### src/rtl/ser_link_seq.sv
// Start-up sequencer and word scheduler for the tree serializer.
// Holds the clock divider in reset, sets its initial phase, sends a
// training burst, then feeds source words into fixed serializer load slots.
// Ports:
//   clk_i, rst_i (async, active-low)
//   en_i, init_phase_i           : link enable, divider initial phase
//   div_rst_o, div_init_o        : divider reset (active-low) and init value
//   s_data_i/s_valid_i/s_ready_o : upstream word source (s_ready_o combinational)
//   ser_data_o, ser_load_o       : registered word and load strobe to serializer
//   link_up_o, underrun_cnt_o    : link status, saturating underrun count
module ser_link_seq #(
  parameter int unsigned      WIDTH         = 8,
  parameter int unsigned      SETTLE_CYCLES = 4,
  parameter int unsigned      TRAIN_WORDS   = 4,
  parameter int unsigned      WORD_CYCLES   = 4,
  parameter logic [WIDTH-1:0] TRAIN_WORD    = WIDTH'(8'hA5),
  parameter logic [WIDTH-1:0] IDLE_WORD     = WIDTH'(8'h00)
) (
  input  logic             clk_i,
  input  logic             rst_i,
  input  logic             en_i,
  input  logic             init_phase_i,
  output logic             div_rst_o,
  output logic             div_init_o,
  input  logic [WIDTH-1:0] s_data_i,
  input  logic             s_valid_i,
  output logic             s_ready_o,
  output logic [WIDTH-1:0] ser_data_o,
  output logic             ser_load_o,
  output logic             link_up_o,
  output logic [7:0]       underrun_cnt_o
);

  // WAIT covers the divider's 3-stage reset stretch plus one cycle of margin
  localparam int unsigned WAIT_CYCLES = 4;
  localparam int unsigned CNT_MAX_A   = (SETTLE_CYCLES > WAIT_CYCLES) ? SETTLE_CYCLES : WAIT_CYCLES;
  localparam int unsigned CNT_MAX     = (TRAIN_WORDS > CNT_MAX_A) ? TRAIN_WORDS : CNT_MAX_A;
  localparam int unsigned CNT_W       = $clog2(CNT_MAX);
  localparam int unsigned SC_W        = $clog2(WORD_CYCLES);

  typedef enum logic [2:0] {
    ST_IDLE,
    ST_RESET,
    ST_WAIT,
    ST_TRAIN,
    ST_ACTIVE
  } state_e;

  state_e           state_q, state_d;
  logic [CNT_W-1:0] cnt_q, cnt_d;
  logic [SC_W-1:0]  sc_q, sc_d;
  logic             div_rst_q, div_rst_d;
  logic             div_init_q, div_init_d;
  logic [WIDTH-1:0] ser_data_q, ser_data_d;
  logic             ser_load_q, ser_load_d;
  logic             link_up_q, link_up_d;
  logic [7:0]       underrun_q, underrun_d;
  logic             slot_c;
  logic [SC_W-1:0]  sc_next_c;

  // Slot cycle is the last cycle of each serializer word slot
  always_comb begin
    slot_c    = (sc_q == SC_W'(WORD_CYCLES - 1));
    sc_next_c = slot_c ? '0 : sc_q + SC_W'(1);
    s_ready_o = (state_q == ST_ACTIVE) && slot_c && en_i;
  end

  // Next-state and registered-output logic
  always_comb begin
    state_d    = state_q;
    cnt_d      = cnt_q;
    sc_d       = '0;
    div_init_d = div_init_q;
    ser_data_d = ser_data_q;
    ser_load_d = 1'b0;
    underrun_d = underrun_q;

    if (!en_i) begin
      // Disable wins over every other transition; no load on the way out
      state_d = ST_IDLE;
      cnt_d   = '0;
    end else begin
      case (state_q)
        ST_IDLE: begin
          state_d    = ST_RESET;
          cnt_d      = '0;
          div_init_d = init_phase_i;
          underrun_d = 8'd0;
        end
        ST_RESET: begin
          if (cnt_q == CNT_W'(SETTLE_CYCLES - 1)) begin
            state_d = ST_WAIT;
            cnt_d   = '0;
          end else begin
            cnt_d = cnt_q + CNT_W'(1);
          end
        end
        ST_WAIT: begin
          if (cnt_q == CNT_W'(WAIT_CYCLES - 1)) begin
            state_d = ST_TRAIN;
            cnt_d   = '0;
          end else begin
            cnt_d = cnt_q + CNT_W'(1);
          end
        end
        ST_TRAIN: begin
          // cnt counts training words; sc carries on into ACTIVE
          sc_d = sc_next_c;
          if (slot_c) begin
            ser_data_d = TRAIN_WORD;
            ser_load_d = 1'b1;
            if (cnt_q == CNT_W'(TRAIN_WORDS - 1)) begin
              state_d = ST_ACTIVE;
              cnt_d   = '0;
            end else begin
              cnt_d = cnt_q + CNT_W'(1);
            end
          end
        end
        ST_ACTIVE: begin
          sc_d = sc_next_c;
          if (slot_c) begin
            ser_load_d = 1'b1;
            if (s_valid_i) begin
              ser_data_d = s_data_i;
            end else begin
              ser_data_d = IDLE_WORD;
              if (underrun_q != 8'hFF) begin
                underrun_d = underrun_q + 8'd1;
              end
            end
          end
        end
        default: begin
          state_d = ST_IDLE;
          cnt_d   = '0;
        end
      endcase
    end

    div_rst_d = (state_d == ST_WAIT) || (state_d == ST_TRAIN) || (state_d == ST_ACTIVE);
    link_up_d = (state_d == ST_ACTIVE);
  end

  // State and output registers
  always_ff @(posedge clk_i or negedge rst_i) begin
    if (!rst_i) begin
      state_q    <= ST_IDLE;
      cnt_q      <= '0;
      sc_q       <= '0;
      div_rst_q  <= 1'b0;
      div_init_q <= 1'b0;
      ser_data_q <= '0;
      ser_load_q <= 1'b0;
      link_up_q  <= 1'b0;
      underrun_q <= 8'd0;
    end else begin
      state_q    <= state_d;
      cnt_q      <= cnt_d;
      sc_q       <= sc_d;
      div_rst_q  <= div_rst_d;
      div_init_q <= div_init_d;
      ser_data_q <= ser_data_d;
      ser_load_q <= ser_load_d;
      link_up_q  <= link_up_d;
      underrun_q <= underrun_d;
    end
  end

  assign div_rst_o      = div_rst_q;
  assign div_init_o     = div_init_q;
  assign ser_data_o     = ser_data_q;
  assign ser_load_o     = ser_load_q;
  assign link_up_o      = link_up_q;
  assign underrun_cnt_o = underrun_q;

endmodule

### config.mk
export PLATFORM = sky130hd
export DESIGN_NAME = ser_link_seq
export DESIGN_NICKNAME = d
export VERILOG_FILES = /design/src/rtl/ser_link_seq.sv
export SDC_FILE = /design/constraint.sdc
export NUM_CORES = 1
export LEC_CHECK = 0
export BUFFER_PORTS_ARGS = -buffer_cell sky130_fd_sc_hd__buf_4
export CAP_MARGIN = 0
export CORE_MARGIN = 8
export CORE_UTILIZATION = 51
export DETAILED_ROUTE_END_ITERATION = 7
export MAX_ROUTING_LAYER = met4
export PLACE_DENSITY_LB_ADDON = 0.2
export SYNTH_ARGS = -nofsm -noshare
export SYNTH_HDL_FRONTEND = slang
export SYNTH_SLANG_ARGS = --single-unit
### constraint.sdc
create_clock -name clk_i -period 2.4 [get_ports clk_i]
set_input_delay 0.48 -clock clk_i [delete_from_list [all_inputs] [get_ports clk_i]]
set_output_delay 0.48 -clock clk_i [all_outputs]
set_load 0.01 [all_outputs]
### After elaboration in Yosys (flattened, before gate mapping)

Index checks and enable logic that the tools add are counted.

* register bits: 27
* input bits: 13
* output and inout port bits: 21
* logic and storage cells: 65

* add/subtract/negate cells: 3
* eq/ne operators: 16
* muxes and demuxes: 24
* reductions and logical operators: 13

Operators with widths (count)
* $mux 8: 6
* $pmux 8 s2: 2
* $mux 3: 5
* $pmux 3 s5: 1
* $eq 3x2->1 const B: 4
* $mux 2: 6
* $add 8x1->8 const B: 1
* $ne 2x2->1 const B: 4
* $ne 8x8->1 const B: 1
* $eq 3x3->1 const B: 2
* $pmux 2 s3: 1
* $reduce_and 5->1: 1
* $add 2x1->2 const B: 2
* $eq 2x2->1 const B: 2
* $reduce_and 2->1: 2
* $reduce_and 4->1: 1
* $reduce_bool 2->1: 2
* $reduce_or 2->1: 2
* $eq 3x1->1 const B: 1
* $logic_not 3->1: 1
* $mux 1: 3
* $ne 3x3->1 const B: 1
* $logic_and 1x1->1: 2
* $logic_or 1x1->1: 2
* $ne 2x1->1 const B: 1

### Logic depth before layout (Yosys ltp)

Gate-level depths: netlist of the first run.

* depth in word-level cells: 8
* mapped depth: 6
* mapped depth without buffers: 5

### Least setup slack after synthesis of the first run

No wires, ideal clock.

* path kind: reg-to-reg
* from: register underrun_q[0], in the netlist underrun_cnt_o[0]
* to: register underrun_q[6], in the netlist underrun_cnt_o[6]
* library setup time: 78 ps
* data arrival time: 1805 ps
* data required time: 2322 ps
* setup slack: 518 ps
* stages on the path, launching flop included: 7
* period minus slack after synthesis: 1882 ps
* path through: dfrtp_1 > ha_1 > and2_1 > and4_1 > clkbuf_1 > or4_1 > a21oi_1

* longest elaborated chain between the ends: 5
* elaborated cells between the ends (all ways): 8
* those cells by class: add/sub: 1; eq/ne: 2; mux: 4; reduce/logical: 1

RTL lines
* from (decl): line 57 `logic [7:0] underrun_q, underrun_d;`
* from (signal assigned): line 166 `underrun_q <= underrun_d;`
* $add 8x1->8: line 129 `underrun_d = underrun_q + 8'd1;`
* $mux 8: line 128 `if (underrun_q != 8'hFF) begin`
* $mux 8: line 124 `if (s_valid_i) begin`
* $mux 8: line 122 `if (slot_c) begin`
* $pmux 8 s2: line 83 `case (state_q)`

Several ways; a longest one is shown, not always the timed one. The select of a mux whose other input is x is not followed.
A chain may end at the register's enable or synchronous reset.

### Worst setup path after layout of the first run

* from: register state_q[2]
* to: output s_ready_o

* longest elaborated chain between the ends: 3

RTL lines
* from (decl): line 49 `state_e state_q, state_d;`
* from (signal assigned): line 158 `state_q <= state_d;`
* $eq 3x3->1: line 65 `s_ready_o = (state_q == ST_ACTIVE) && slot_c && en_i;`
* $logic_and 1x1->1 (2 in a row): line 65
* to (decl): line 27 `output logic s_ready_o,`

Every way passes these cells.

==> flow_results.org, run 1 <==
** Logic synthesis
- Main flop type after synthesis :: sky130_fd_sc_hd__dfrtp_1
- In the synthesized netlist, mux cells make up under 10% of the area.
- The top cell type by area accounts for 50.70% of the synthesized area.
- Yosys mapped a number of flops with a built-in enable equal to 0.
- For this run, asynchronously set or reset flops after synthesis account for between 90% and 100%.
- Dominant cells by area after synthesis :: sky130_fd_sc_hd__dfrtp_1 (51%), sky130_fd_sc_hd__o21ai_0 (4.9%), sky130_fd_sc_hd__a21oi_1 (3.8%)
- Synth Area in Simple Gates :: about a quarter
- Synthesis produced a netlist with a net count of 148.
- Adder-cell share of the synthesized area :: around 2.8%
- For this run, the register share of the synthesized area comes to about half.
- Library cell occupying the most area in the post-synthesis netlist :: sky130_fd_sc_hd__dfrtp_1
- Post-synthesis cell count :: 132
- Register bit total from synthesis :: 27
- Yosys mapped the design onto 39 distinct sky130hd cell types.
- Largest family of logic cells by synthesized area :: simple AND/OR/NAND/NOR gates
- The Yosys step of the flow raised 0 warnings.
- Summing the areas of all xor and xnor instances in the mapped netlist gives 0% of the synthesized area.
- Area of the mapped netlist :: 1333 um^2
- Average cell area after synthesis :: between 10 and 15 um^2
- Share of the synthesized area in compound gates (AO/OA/AOI/OAI) :: 16.81%

** Power and ir drop
- In this run the power density over the cells is between 400 and 500 nW/um^2.
- In this run the static leakage power is 0.0007786 uW.
- The internal portion of the total power is around 550 uW.
- NetSw :: 159.2 uW
- Sequential cells account for 65.3% of the total power.
- The worst-case IR drop observed on VDD is 0.0002836 V.
- Relative contribution of combinational cells to total power :: ~8.0%
- Clock share of power :: 26.6%
- Summing internal, switching and leakage power gives just over 700 uW.
- Sw Ratio :: between 20% and 30%

** Detailed routing
- After detailed routing, the average wire length per cell comes to about 15 um.
- Detailed routing inserted a total of around 1100 vias.
- The count of nets left with antenna violations once routing finished came out at 0.
- For this block, the initial DRC count from the detailed router was 54.
- The first TritonRoute pass finished after 4 iterations.
- In the routed layout, each cell is associated on average with a via count of roughly 5.8.
- After detailed routing, the number of remaining DRC violations is 0.
- Total wire length :: 2.990 mm

** Clock network
- Number of buffers added for setup after CTS :: 0
- Level count of the clock H-tree :: 1
- Clock tree synthesis inserted a total of 3 buffers.
- Clk sinks :: 27
- Buffers inserted to repair hold after CTS numbered 0.
- CTS clock-pin slew for the worst setup and hold paths :: around 140 ps
- CTS placed an instance of sky130_fd_sc_hd__clkbuf_4 at the clock tree root.
- Buffer levels on the longest clock path :: 2
- TritonCTS built the clock tree.
- Later-pin clock latency in the skew report :: 310 ps

** Final layout
- Post-route core utilization :: about two thirds
- The number of antenna diodes in the final layout is 0.
- Leading cell types in the layout, fill and taps excluded :: sky130_fd_sc_hd__buf_4 (35), sky130_fd_sc_hd__dfrtp_1 (27), sky130_fd_sc_hd__o21ai_0 (13)
- The post-route netlist has between 30% and 40% of its cells at a drive strength greater than 1.
- Layout-stage area growth over the synthesis result :: 22.44%
- After the last flow step, the layout net total stands at 182.
- Leaving out fill and tap cells, the most frequent cell in the layout is sky130_fd_sc_hd__buf_4.
- Filler-free cell count of the finished design :: around 200
- Filler cell count :: 220

** Worst setup path
- CP Class :: flop to output port
- Setup slack on the worst flop-to-flop path :: between 400 and 500 ps
- For this design, the slowest cell found on the critical path is sky130_fd_sc_hd__dfrtp_1.
- Number of buffers and inverters on the critical path :: 1
- Critical Path RT :: ~1900 ps
- For the worst setup path, the data arrival time is around 1600 ps.
- Walking the worst path, the cells encountered are nor3b_2 > and3_2 > buf_4.
- Worst-path fanout max :: 8
- In this run the critical register-to-register path is launched from state_q[0]$_DFF_PN0_.
- Reg2Reg Capture Point :: underrun_cnt_o[5]$_DFFE_PN0P_
- The worst setup path is captured at an output port.
- In this design, the largest share of critical-path delay is due to simple AND/OR/NAND/NOR gates.
- CP max stage delay :: ~530 ps
- R2R cell count :: 4
- Critical path launch point type :: flop

** STA
- For this run, the top clock speed supported by timing is 0.4784 GHz.
- The final critical path takes up between 80% and 90% of the cycle.
- After layout, the minimum clock period comes to roughly 2100 ps.
- Final setup violating endpoints :: 0
- The number of hold-slack violations in the final timing report was 0.
- Post-route setup TNS :: 0 ps
- Worst Tran Pin Value :: between 500 and 600 ps
- In this run the tightest slew margin relative to its limit is 64.03%.
- Clock skew on the completed layout was measured at 1.767 ps.
- Post-route worst hold slack :: roughly 51 ps
- Slew Viols, Final :: 0
- Setup repair after global routing left no endpoint under its margin.

** Place
- IO buf count :: 33
- Number of placed cells counting well taps :: roughly 190
- The congestion estimate from routability-driven global placement came to 0.9018.
- Summed over all nets, the half-perimeter wirelength after detailed placement is roughly 2.3 mm.

** Floorplanning
- Area of the core :: 2477 um^2
- From bottom edge to top edge, the die measures 67.12 um.
- 34 I/O pins were placed.
- In this run the core area contains 18 standard-cell rows.
- The die covers roughly 4500 um^2.
- Effective utilization at floorplan :: between 50 and 60%
- Width of the chip :: ~67 um

** Run
- Max-cap violations in this run came to 0.

** Outcome
- The flow ran to the end, and the final reports show no timing, DRC or antenna violations.

** Global routing
- Number of antenna violations at the first check in global routing :: 0
- Wire length of the first global-routing pass :: ~5 mm
- Number of global-route vias before repair :: about 1100
- Entering global routing, the biggest net connects 28 pins.
- Overall Global Routing Usage :: between 10% and 20%
- After global routing the overflow that remains totals 0.

** Worst hold path
- Classification of the worst-slack hold path :: primary input to async pin
-- worst max path at each step --
stage                             startpoint                             to  slack, ps  cells after the start
4_1_cts                 state_q[2]$_DFF_PN0_                      s_ready_o        160                      3
2_1_floorplan  underrun_cnt_o[0]$_DFFE_PN0P_  underrun_cnt_o[6]$_DFFE_PN0P_        520                      6
6_report                state_q[2]$_DFF_PN0_                      s_ready_o        310                      3
3_3_place_gp                            en_i  underrun_cnt_o[5]$_DFFE_PN0P_        450                      5
5_1_grt                 state_q[2]$_DFF_PN0_                      s_ready_o        190                      3
3_5_place_dp                            en_i  underrun_cnt_o[5]$_DFFE_PN0P_        410                      5
-- repair_timing --
item / in CTS / in global routing
gates resized for setup: 0 / 1
endpoints found under the setup margin: 0 / 1
hold endpoints to repair: 0 / 0
-- metal layers --
layer  up-vias  part of all wire, %  wire length (um)  track usage, %
met1       543                   44              1329           17.69
met5         -                    0                 0               -
li1        548                    -                 -               -
met4         0                 0.57                17           4.700
met2        29                   48              1430           21.74
met3         2                  7.1               213           3.188
-- kinds of logic after synthesis --
logic type / Yosys count
adders and majority gates: 3
muxes: 3
AOI/OAI and AO/OA: 35
buffers and inverters: 9
and+or+nand+nor: 55
DFF: 27
-- flip-flops by register name (all words and copies together), names as in the netlist --
| name | count |
|---|---|
| div_init_o | 1 |
| link_up_o | 1 |
| sc_q | 2 |
| ser_data_o | 8 |
| div_rst_o | 1 |
| state_q | 3 |
| underrun_cnt_o | 8 |
| cnt_q | 2 |
| ser_load_o | 1 |
-- synthesized netlist by cell type, drive strengths merged, types with 2 or more instances --
library cell and n:
nand2b 3, buf 3, o211ai 2, nor3b 3
a21boi 2, clkbuf 3, a21oi 10, dfrtp 27
mux2 3, and4 3, nand2 11, or3b 2
o31ai 2, a31o 2, ha 3, inv 3
nand3 7, o21ai 13, nor2 9, nand4 3
nor3 2
-- power by group through the flow --
stage / clock, uW / combinational (uW) / sequential (uW)
after floorplan: 0 / 25.5 / 473
after global placement: 0 / 56.4 / 474
after detailed placement: 0 / 58.8 / 474
after CTS: 191 / 58.7 / 466
after global routing: 212 / 64.2 / 467
final: 190 / 57.3 / 466
-- final cells by class --
class                   count  area (um^2)  area share [%]
flip-flops and latches     27        675.6           41.41
clock buffers               4        26.28           1.610
multi-input cells          96        618.1           37.88
inverters                   3        11.26          0.6902
well taps                  30        37.54           2.301
repair buffers             35        262.8           16.10
-- through the flow --
step                setup WS [ps]  area [um^2]
finish                      309.6         1632
global route                192.1         1632
CTS                         162.8         1627
detailed placement          412.4         1600
global placement            449.4         1600
floorplan                   517.9         1333
No activity file was read; power rests on OpenSTA's default activity.
==> inputs of run 2 (changes only) <==
--- a/config.mk
+++ b/config.mk
@@ -12,6 +12,7 @@
 export DETAILED_ROUTE_END_ITERATION = 7
 export MAX_ROUTING_LAYER = met4
 export PLACE_DENSITY_LB_ADDON = 0.2
+export REMOVE_ABC_BUFFERS = 1
 export SYNTH_ARGS = -nofsm -noshare
 export SYNTH_HDL_FRONTEND = slang
 export SYNTH_SLANG_ARGS = --single-unit
==> run 2 against run 1 <==
  * Core utilization grew 0.15 points
  * Power grew 0.41%
  * Wire length shrank 1.1%
  * Via count shrank 1.6%
  * Critical path type unchanged
  * Critical endpoint unchanged
  * Highest routed layer unchanged
==> flow_results.org, run 2 (synthesized netlist as in run 1, its figures left out) <==
** Global routing
- Maximum number of pins on one net before global-route repair :: 28
- Global routing finished with a remaining overflow of 0.
- The first global-routing pass estimated roughly 5.1 mm of wire.
- Across every metal layer, demand over resource in global routing totals 14.82%.
- Number of antenna violations at the first check in global routing :: 0
- Number of global-route vias before repair :: 1133

** Worst setup path
- Critical path launch point type :: flop
- Traced cell by cell, the critical path runs through nor3b_1 > buf_4 > and3_2 > buf_4.
- STA classifies the critical path endpoint as an output port.
- FF-to-FF Start :: underrun_cnt_o[0]$_DFFE_PN0P_
- Along the worst path, the maximum fanout reaches 8.
- Critical Path RT :: approximately 1900 ps
- The critical path is of the flop to output port type.
- Setup slack on the worst flop-to-flop path :: ~470 ps
- Counting cells, the worst reg-to-reg path comes to 5.
- The most numerous cell type found on the critical path is sky130_fd_sc_hd__buf_4.
- CP max stage delay :: roughly 510 ps
- The slowest stage of the critical path belongs to the cell sky130_fd_sc_hd__dfrtp_1.
- At the worst endpoint, the arrival time is approximately 1700 ps.
- In this run the critical register-to-register path is captured at underrun_cnt_o[6]$_DFFE_PN0P_.

** Floorplanning
- Effective utilization at floorplan :: a little over half
- Vertical die dimension :: ~67 um
- Ports placed on the boundary :: 34
- The core region is approximately 2500 um^2.
- Standard-cell rows :: 18
- The die covers 4504 um^2.
- From left edge to right edge, the die measures between 60 and 70 um.

** Final layout
- Of the cells placed in the final design, the portion with a size suffix greater than 1 is about 31%.
- From synthesis to final layout, the design area changed by 22.72%.
- Leading cell types in the layout, fill and taps excluded :: sky130_fd_sc_hd__buf_4 (36), sky130_fd_sc_hd__dfrtp_1 (27), sky130_fd_sc_hd__o21ai_0 (13)
- After the flow finishes, the layout carries non-filler instances totaling 196.
- Leaving out fill and tap cells, the most frequent cell in the layout is sky130_fd_sc_hd__buf_4.
- The net count of the finished layout is roughly 180.
- N_diodes :: 0

** STA
- Shortest clock period the worst path allows after layout :: roughly 2100 ps
- Worst Tran Pin Value :: about 640 ps
- Post-route setup TNS :: 0 ps
- Slew Viols, Final :: 0
- Worst Clk Skew :: 9.589 ps
- Setup repair after global routing left no endpoint under its margin.
- The number of hold-slack violations in the final timing report is 0.
- Measured against its own limit, the worst slew margin works out to between 50% and 60%.
- Hold is met by between 30 and 40 ps.
- Final worst-path cycle share :: between 80% and 90%
- Highest clock rate :: between 0.4 and 0.5 GHz
- Final setup violating endpoints :: 0

** Detailed routing
- The count of nets left with antenna violations once routing finished came out at 0.
- Total wire length :: about 3.0 mm
- Before antenna repair, the detailed router went through 4 iterations.
- Dividing the detail-routed wire length by the instance count gives 15.08 um.
- Via density :: ~5.6
- DRC errors left :: 0
- Drt initial violations :: between 50 and 60
- The routed layout has 1104 vias.

** Clock network
- The number of setup buffers added after CTS is 0.
- Hold-fix buffers, CTS :: 0
- After clock tree synthesis, the clock-pin slew on the worst setup and hold paths is 150 ps.
- The number of clock buffers added by TritonCTS is 3.
- Later-pin clock latency in the skew report :: 320 ps
- Clock tree from TritonCTS :: built
- Root Buffer :: sky130_fd_sc_hd__clkbuf_4
- The clock passes through at most 2 buffers.
- Clk sinks :: 27
- Count of cells resized by post-cts repair :: 0
- In this run the number of H-tree levels came out at 1.

** Worst hold path
- Classification of the worst-slack hold path :: primary input to async pin

** Place
- IO buf count :: 33
- Gpl congestion :: just over 0.9
- Final HPWL from detailed placement :: 2.311 mm
- Once placement completed, the tool counted placed cells totaling between 150 and 200.

** Power and ir drop
- Total power for the finished layout comes to between 700 and 800 uW.
- Leakage dissipation :: a little under 0.0008 uW
- IR analysis of the VDD net gives a maximum drop of just under 0.0003 V.
- For this design the ratio of total power to cell area is approximately 440 nW/um^2.

** Outcome
- The flow ran to the end, and the final reports show no timing, DRC or antenna violations.

** Run
- The tool flagged a number of max-cap violations equal to 0.
## run 2: changes by cell type in the layout (fill, tap and decap cells not counted), sizes merged
cell,change
buf,+1
clkbuf,-1
clkinv,+1
## run 2: metrics by stage
step | utilization, % | setup slack, ps | instance area (um^2)
2_1_floorplan | - | 368.0 | 1300
4_1_cts | 66.01 | 255.2 | 1635
3_5_place_dp | 64.90 | 410.8 | 1608
6_report | 66.01 | 266.2 | 1635
3_3_place_gp | 64.90 | 445.2 | 1608
5_1_grt | 66.01 | 118.2 | 1635
## run 2: worst max path at each step
stage | startpoint | to | slack (ps) | cells past startpoint
floorplan | state_q[2]$_DFF_PN0_ | s_ready_o | 370 | 2
global placement | en_i | underrun_cnt_o[5]$_DFFE_PN0P_ | 450 | 5
detailed placement | en_i | underrun_cnt_o[5]$_DFFE_PN0P_ | 410 | 5
CTS | state_q[0]$_DFF_PN0_ | s_ready_o | 260 | 4
global route | state_q[2]$_DFF_PN0_ | s_ready_o | 120 | 4
finish | state_q[2]$_DFF_PN0_ | s_ready_o | 270 | 4
## run 2: per-layer routing
layer | vias to the layer above | wire (um) | global-route usage, %
li1 | 550 | - | -
met1 | 534 | 1191 | 16.03
met2 | 15 | 1598 | 26.40
met3 | 5 | 126 | 3.020
met4 | 0 | 40 | 4.700
met5 | - | 0 | -
## run 2: critical path: cells and delay by family, from the launching register on
kind	cells	cell delay [ps]
flops	1	510
buf+inv	2	310
simple gates	2	510
## run 2: cell type report
type,count,area (um^2)
multi-input cells,96,613.1
well taps,30,37.54
repair buffers,36,270.3
clock inverters,1,5.005
inverters,3,11.26
flip-flops and latches,27,675.6
fillers,233,842.1
clock buffers,3,22.52
## run 2: where the power goes
part           internal (uW)  leakage, uW  switching (uW)
Sequential               461     0.000372            5.19
Combinational           28.8     0.000395            28.1
Clock                   62.4    0.0000177             131
==> inputs of run 3 (changes only) <==
==> constraint.sdc (replaced) <==
create_clock -name clk_i -period 2.4 [get_ports clk_i]
set_input_delay 0.72 -clock clk_i [delete_from_list [all_inputs] [get_ports clk_i]]
set_output_delay 0.72 -clock clk_i [all_outputs]
set_load 0.01 [all_outputs]
==> run 3 against run 2 <==
  * Clock power is 2% higher
  * Non-clock buffer count is 1 lower
  * Sequential share of layout area is 0.13 points higher
  * Sequential power hardly changed
  * Worst setup slack worse by 120 ps
  * First-iteration DRC count is 7.1% lower
  * Critical path depth is 1 lower
  * Core utilization is 0.20 points lower
  * Final area is 0.31% lower
  * Largest cell class unchanged
==> flow_results.org, run 3 (synthesized netlist as in run 1, its figures left out) <==
** Outcome
- The run finished with clean final reports.

** Run
- The tool flagged a number of max-cap violations equal to 0.

** Floorplanning
- 34 I/O pins were placed.
- Effective utilization at floorplan :: 53.79%
- The initialized floorplan defines 18 standard-cell rows.
- Vertical die dimension :: between 60 and 70 um
- Die Outline Area :: 4504 um^2
- Area of the core :: ~2500 um^2
- Width of the chip :: roughly 67 um

** Place
- Input and output buffers added on the ports amount to 33.
- Gpl congestion :: around 0.90
- The HPWL after detailed placement is between 2 and 2.5 mm.

** Clock network
- At the later pin of the worst-skew pair, clock insertion delay measures approximately 320 ps.
- Buffers added to address setup during post-CTS repair amount to 0.
- In this run the clock root is driven by a sky130_fd_sc_hd__clkbuf_4.
- In this run, post-CTS hold repair placed 0 buffers.
- The clock drives 27 sinks.
- After clock tree synthesis, the clock-pin slew on the worst setup and hold paths is 150 ps.
- In this run, CTS created clock tree buffers numbering 3.
- After clock tree synthesis, the repair step resized 0 gates.
- Level count of the clock H-tree :: 1
- The clock passes through at most 2 buffers.
- Clock tree from TritonCTS :: built

** Worst hold path
- Classification of the worst-slack hold path :: primary input to async pin

** Detailed routing
- The detailed router placed roughly 1100 vias in this run.
- For this block, the initial DRC count from the detailed router was 52.
- Via density :: roughly 5.7
- After detailed routing, the average wire length per cell comes to about 16 um.
- The pre-antenna-repair detailed-routing pass consisted of 4 iterations.
- After detailed routing, the total wire length is approximately 3.0 mm.
- Once detail routing completed, the nets flagged for antenna violations numbered 0.
- For this run, design rule violations remaining after detail routing come to 0.

** Global routing
- Number of antenna violations at the first check in global routing :: 0
- Number of global-route vias before repair :: around 1100
- Wire length of the first global-routing pass :: about 5.2 mm
- For this run, global-route usage on met3 was measured as under 10%.
- Overall Global Routing Usage :: 15.01%
- GR peak layer :: met2
- GR Util met1 :: 17.47%
- For this run, global-route usage on met2 was measured as between 20% and 30%.
- Entering global routing, the biggest net connects 28 pins.
- After global routing the overflow that remains totals 0.

** STA
- Rel. slew slack :: between 60% and 70%
- On the final layout, the worst clock skew is between 3 and 4 ps.
- The number of max-slew violations in the final report is 0.
- Summed over all failing endpoints, the final setup total negative slack is 0 ps.
- The number of hold-slack violations in the final timing report was 0.
- Final worst-path cycle share :: about 94%
- Final setup violating endpoints :: 0
- For the pin with the worst max-slew slack, the measured transition is 577.6 ps.
- Shortest clock period the worst path allows after layout :: 2253 ps
- Unrepaired setup endpoints after global routing :: no
- Highest clock rate :: between 0.4 and 0.5 GHz

** Worst setup path
- Endpoint kind of the worst setup timing path :: output port
- CP Class :: flop to output port
- The worst register-to-register path begins at state_q[0]$_DFF_PN0_.
- Tracing the worst setup path back leads to its startpoint at state_q[2]$_DFF_PN0_.
- Data on the critical path arrives at its endpoint at ~1500 ps.
- For the worst setup path, the data required time is around 1700 ps.
- Worst-path fanout max :: 8
- The worst setup path is launched from a flop.

** Final layout
- Most common library cell in the layout ignoring fill and taps :: sky130_fd_sc_hd__buf_4
- Share of final-layout standard cells stronger than drive strength 1 :: around 30%
- Leading cell types in the layout, fill and taps excluded :: sky130_fd_sc_hd__buf_4 (35), sky130_fd_sc_hd__dfrtp_1 (27), sky130_fd_sc_hd__o21ai_0 (13)
- Measured on the finished design, the core utilization comes to between 60% and 70%.
- Total number of nets in the final design :: ~180
- The number of antenna diodes in the final layout is 0.
- From synthesis to final layout, the design area changed by 22.35%.

** Power and ir drop
- Power density relative to cell area :: 442.1 nW/um^2
- Leakage dissipation :: roughly 0.00078 uW
- Total power for the finished layout comes to 720.8 uW.
- The share of total power dissipated in combinational logic is between 7 and 8%.
- The internal portion of the total power is about 550 uW.
- NetSw :: 167.7 uW
- Register share of total power :: between 60% and 70%
- The clock network burns between 20 and 30% of the power.
- Sw Ratio :: between 20% and 30%
- Max IR drop VDD :: between 0.0004 and 0.0005 V
run 3: area by class of cell:
type,count,area [um^2]
clock buffer,3,22.52
timing repair buffer,35,262.8
clock inverter,1,7.507
fill,216,847.1
sequential,27,675.6
inverter,3,11.26
multi-input combinational,96,613.1
tap,30,37.54
run 3: worst max-delay path: stages, from the launching register on:
cell and delay (ps):
sky130_fd_sc_hd__dfrtp_1 530, sky130_fd_sc_hd__nor3b_1 270, sky130_fd_sc_hd__and3_2 280, sky130_fd_sc_hd__buf_4 140
run 3: worst paths after layout:
| path | cells after the start | slack [ps] | endpoint |
|---|---|---|---|
| max | 3 | 150 | s_ready_o |
| min | 1 | 270 | ser_data_o[4]$_DFFE_PN0P_ |
| max reg2reg | 4 | 450 | underrun_cnt_o[5]$_DFFE_PN0P_ |
| min reg2reg | 1 | 460 | sc_q[0]$_DFF_PN0_ |
| max in group asynchronous | 1 | 1880 | state_q[2]$_DFF_PN0_ |
| min in group clk_i | 1 | 460 | sc_q[0]$_DFF_PN0_ |
run 3: layer usage:
| metal | share of wire (%) | up-vias |
|---|---|---|
| li1 | - | 545 |
| met1 | 41 | 538 |
| met2 | 53 | 26 |
| met3 | 4.1 | 4 |
| met4 | 0.95 | 0 |
| met5 | 0 | - |
run 3: through the flow:
stage / setup slack (ps) / hold slack (ps) / cells / cell area [um^2]
after floorplan: 128.0 / 415.0 / 126 / 1300
after global placement: 207.6 / 425.8 / 191 / 1600
after detailed placement: 148.7 / 441.5 / 191 / 1600
after CTS: 159.4 / 274.7 / 195 / 1630
after global routing: 86.21 / 278.4 / 195 / 1630
final: 147.1 / 272.9 / 195 / 1630
run 3: power groups by stage:
stage | Combinational, uW | Clock, uW | Sequential, uW
2_1_floorplan | 20.0 | 0 | 475
3_3_place_gp | 56.2 | 0 | 474
3_5_place_dp | 58.2 | 0 | 475
4_1_cts | 58.4 | 206 | 466
5_1_grt | 64.0 | 226 | 467
6_report | 57.0 | 198 | 466
